### src/rtl/alu_acc_flag_unit.sv
// Accumulator-based ALU with carry/zero/sign/overflow flags.
// The accumulator is the left operand; the right operand comes from a source mux.
module alu_acc_flag_unit #(
  parameter int WIDTH = 8
) (
  input  logic             clk,
  input  logic             rst,
  input  logic [1:0]       data_src,
  input  logic [WIDTH-1:0] immediate,
  input  logic [WIDTH-1:0] reg_out,
  input  logic [WIDTH-1:0] mem_out,
  input  logic [2:0]       op,
  input  logic             ce_a,
  input  logic             ce_cy,
  output logic [WIDTH-1:0] alu_in,
  output logic [WIDTH-1:0] acc_v,
  output logic             flag_cy,
  output logic             flag_z,
  output logic             flag_s,
  output logic             flag_o
);

  localparam logic [1:0] SRC_MEM_ADDR  = 2'd0;
  localparam logic [1:0] SRC_IMMEDIATE = 2'd1;
  localparam logic [1:0] SRC_INDIRECT  = 2'd2;
  localparam logic [1:0] SRC_REG       = 2'd3;

  localparam logic [2:0] OP_LD  = 3'd0;
  localparam logic [2:0] OP_ADD = 3'd1;
  localparam logic [2:0] OP_ADC = 3'd2;
  localparam logic [2:0] OP_SUB = 3'd3;
  localparam logic [2:0] OP_SBC = 3'd4;
  localparam logic [2:0] OP_AND = 3'd5;
  localparam logic [2:0] OP_OR  = 3'd6;
  localparam logic [2:0] OP_XOR = 3'd7;

  localparam int MSB = WIDTH - 1;

  logic [WIDTH:0]   ext_a;
  logic [WIDTH:0]   ext_b;
  logic [WIDTH:0]   ext_c;
  logic [WIDTH:0]   wide;
  logic [WIDTH-1:0] res;
  logic             co;
  logic             ov;

  always_comb begin
    alu_in = mem_out;
    case (data_src)
      SRC_MEM_ADDR:  alu_in = mem_out;
      SRC_IMMEDIATE: alu_in = immediate;
      SRC_INDIRECT:  alu_in = mem_out;
      SRC_REG:       alu_in = reg_out;
      default:       alu_in = mem_out;
    endcase
  end

  assign ext_a = {1'b0, acc_v};
  assign ext_b = {1'b0, alu_in};
  assign ext_c = {{WIDTH{1'b0}}, flag_cy};

  // Subtraction in WIDTH+1 bits leaves the borrow in the top bit.
  always_comb begin
    wide = '0;
    res  = '0;
    co   = 1'b0;
    ov   = 1'b0;
    case (op)
      OP_LD: begin
        res = alu_in;
      end
      OP_ADD, OP_ADC: begin
        wide = (op == OP_ADC) ? (ext_a + ext_b + ext_c) : (ext_a + ext_b);
        res  = wide[WIDTH-1:0];
        co   = wide[WIDTH];
        ov   = (acc_v[MSB] == alu_in[MSB]) && (res[MSB] != acc_v[MSB]);
      end
      OP_SUB, OP_SBC: begin
        wide = (op == OP_SBC) ? (ext_a - ext_b - ext_c) : (ext_a - ext_b);
        res  = wide[WIDTH-1:0];
        co   = wide[WIDTH];
        ov   = (acc_v[MSB] != alu_in[MSB]) && (res[MSB] != acc_v[MSB]);
      end
      OP_AND: res = acc_v & alu_in;
      OP_OR:  res = acc_v | alu_in;
      OP_XOR: res = acc_v ^ alu_in;
      default: res = alu_in;
    endcase
  end

  always_ff @(posedge clk) begin
    if (!rst) begin
      acc_v   <= '0;
      flag_cy <= 1'b0;
      flag_z  <= 1'b1;
      flag_s  <= 1'b0;
      flag_o  <= 1'b0;
    end else begin
      if (ce_a) begin
        acc_v  <= res;
        flag_z <= (res == '0);
        flag_s <= res[MSB];
        flag_o <= ov;
      end
      if (ce_cy) begin
        flag_cy <= co;
      end
    end
  end

endmodule

### config.mk
export PLATFORM = sky130hd
export DESIGN_NAME = alu_acc_flag_unit
export DESIGN_NICKNAME = d
export VERILOG_FILES = /design/src/rtl/alu_acc_flag_unit.sv
export SDC_FILE = /design/constraint.sdc
export NUM_CORES = 1
export LEC_CHECK = 0
export CORE_ASPECT_RATIO = 0.5
export CORE_MARGIN = 5
export CORE_UTILIZATION = 40
export DETAILED_ROUTE_END_ITERATION = 10
export GPL_ROUTABILITY_DRIVEN = 0
export GPL_TIMING_DRIVEN = 1
export HOLD_SLACK_MARGIN = 0.15
export PLACE_DENSITY = 0.75
export SETUP_SLACK_MARGIN = 0.4
export SLEW_MARGIN = 5
export SYNTH_ARGS = -nofsm -noshare
export SYNTH_HDL_FRONTEND = slang
export SYNTH_SLANG_ARGS = --single-unit
### constraint.sdc
create_clock -name clk -period 7.5 [get_ports clk]
set_input_delay 1.5 -clock clk [delete_from_list [all_inputs] [get_ports clk]]
set_output_delay 1.5 -clock clk [all_outputs]
set_load 0.05 [all_outputs]
==> flow_summary.ini <==
[sta]
rsz0062_at_grt = false
final.min_clock_period_ps = 5570
max_freq_ghz = 0.179
slew_viol_final = 0
whs_ps = 501
setup_viol = 0
relSlewSlack_pct = 32.2
fin_tns_setup_ps = 0
fin_skew_ps = 3.10
fin_ws_ps = 1930
tightestPinTransition_ps = 1010
hold_viol_final = 0
finalCritPeriodShare_pct = 74.3

[final_layout]
drive_gt1_share_pct = 6.34
final_cell_mix = clkdlybuf4s50_1 (52), inv_1 (32), ha_1 (28)
antennaDiodeCount = 0
syn2layout_area_growth_pct = 25.1
final_common_cell = clkdlybuf4s50_1
nets = 411

[clocking]
numCtsBuffers = 3
clkTransAtPathRegs_ps = 40
cts_hold_buf = 0
cts_tree = done
cts_num_sinks = 11
root_buffer = clkbuf_16
clk_path_buf_depth = 2
clkLatencyLatePin_ps = 240
htreeDepth = 1
post_cts_resized = 0
post_cts_buffers = 0

[placed_design]
dp.final_hpwl_mm = 5.80
numPortBuffers = 52
pre_cts_ws_ps = 1700

[critical_path]
cp-end-kind = flip-flop
max_stage_delay_ps = 750
worstSetupPathType = primary input to flip-flop
timing.critical_path.buf_inv = 3
path_depth = 15
r2r_setup_slack_ps = 4130
cp_max_fo = 8
cpMaxStageDelayCell = clkdlybuf4s50_1
worstReg2RegStart = acc_v[0]
cp.arrival_ps = 5720
cp-start-kind = primary input
r2r_cells = 13
critPathTopFamily = adder cells
r2r_end = flag_z
path_cells = clkdlybuf4s50_1 -> mux2i_1 -> a21oi_1 -> ha_1 -> inv_1 -> fa_1 -> inv_1 -> ha_1 -> xnor2_1 -> mux4_2 -> a32o_1 -> nor3_2 -> nand2_1 -> or3_1 -> o311ai_2
worstPathRequired_ps = 7650

[floorplan]
dieWidth_um = 119
die-area_um2 = 7700
start_util_pct = 42.3
die_h_um = 64.6
ios = 53
rows = 19
core-area_um2 = 5630

[logic_synthesis]
synth_seq_cells = 11
ys_warn_count = 0
synth_cell_types = 69
netlist_area_um2 = 2390
syn_avg_cell_area_um2 = 7.72
yosys-mux-area-fraction_pct = 9.54
synth_edf_count = 0
synth-compound-area-share_pct = 26.5
synth-simple-area-share_pct = 21.6
ys_seq_area_share_pct = 9.23
synth-xor-area-share_pct = 7.87
synthArstFlopShare_pct = 0
synth_top_family_by_area = compound AO/OA/AOI/OAI gates
synthAdderAreaFrac_pct = 16.4
syn_nets = 372
ys.flop_type = dfxtp_1
postSynthCellCount = 309

[power]
peakVddDrop_v = 0.0000680
powerDensity_nw_per_um2 = 166
power_w = 0.000497
power.leakage_nw = 1.25

[global_route]
grtUsageTotal_pct = 17.9
grt_antenna_before_repair = 0
grtUsageMet2_pct = 30.1
grt_pass1_vias = 2282
grtUsageMet3_pct = 3.30
grtUsageMet1_pct = 24.3
grt_max_degree = 20
grt_pass1_wl_mm = 11.3
top_usage_layer = met2
grt-ovfl-total = 0

[min_path]
worstHoldEndpoint = flag_z
whs_path_depth = 2
hp-class = flip-flop to flip-flop
hp-start = flag_z

[flow_run]
cap_violations = 0

[drt]
first_pass_iters = 5
via_per_inst = 5.83
first_iter_violations = 177
antenna_left = 0
route.detailed.drc = 0
wirelength_mm = 7.10
vias = 2447
post_drt_wl_per_cell_um = 16.9

[outcome]
outcome = finished clean
==> routing by layer <==
metal  wire [um]  vias up
met3         445       10
li1            -     1189
met2        3390       87
met5           0        -
met4          76        0
met1        3180     1161
==> cell families (layout without fill, tap and decap cells) <==
family / count (synthesis) / count (layout)
xor+xnor: 19 / 19
mux: 21 / 21
compound gates: 84 / 84
simple gates: 94 / 94
buf+inv: 50 / 88
fa+ha+maj: 30 / 30
flops: 11 / 11
==> cells in the mapped netlist, types with 4 or more instances <==
master	number	area share, %
a211oi_1	4	1.3
mux2_2	4	1.9
nand2b_1	9	2.4
nor2_1	21	3.3
dfxtp_1	11	9.2
a22oi_1	5	1.6
o31ai_1	4	1.3
inv_1	32	5.0
clkbuf_1	6	0.94
xnor2_1	11	4.0
nand3_1	6	1.3
ha_1	28	15
o21ai_0	10	2.1
nor3_1	12	2.5
buf_2	7	1.5
nand2_1	18	2.8
a21oi_1	21	4.4
mux2i_1	16	6.7
xor2_1	6	2.2
nor2b_1	10	2.6
==> registers in the layout (all words and copies together), names as in the netlist <==
register	count
acc_v	8
flag_z	1
flag_cy	1
flag_o	1
==> power breakdown <==
| part | switching, W | internal, W |
|---|---|---|
| sequential | 0.00000863 | 0.0000646 |
| combinational | 0.000188 | 0.000135 |
| clock | 0.0000283 | 0.0000716 |
==> layout make-up <==
cell class	count	area [um^2]
Tap cell	73	91.3
Multi-Input combinational cell	248	1950
Sequential cell	11	220
Inverter	32	120
Clock buffer	4	78.8
Fill cell	527	2650
Timing Repair Buffer	52	520
==> worst max-delay path by stage <==
stage	to	from	slack, ps
after floorplan	flag_z	data_src[1]	1730
after global routing	flag_z	data_src[1]	1660
final	flag_z	data_src[1]	1930
after CTS	flag_z	data_src[1]	1930
after global placement	flag_z	data_src[1]	1860
after detailed placement	flag_z	data_src[1]	1700
==> worst min-delay path, delay by kind of cell (launching register included) <==
family	cells	cell delay (ps)
flip-flops	1	320
AO/OA/AOI/OAI	1	70
AND/OR/NAND/NOR	1	70
==> through the flow <==
| stage | utilization (%) | cell area, um^2 | cells |
|---|---|---|---|
| after floorplan | - | 2390 | 309 |
| after global placement | 51.6 | 2910 | 416 |
| after detailed placement | 51.6 | 2910 | 416 |
| after CTS | 53.0 | 2990 | 420 |
| after global routing | 53.0 | 2990 | 420 |
| final | 53.0 | 2990 | 420 |
(Power assumes the default switching activity.)
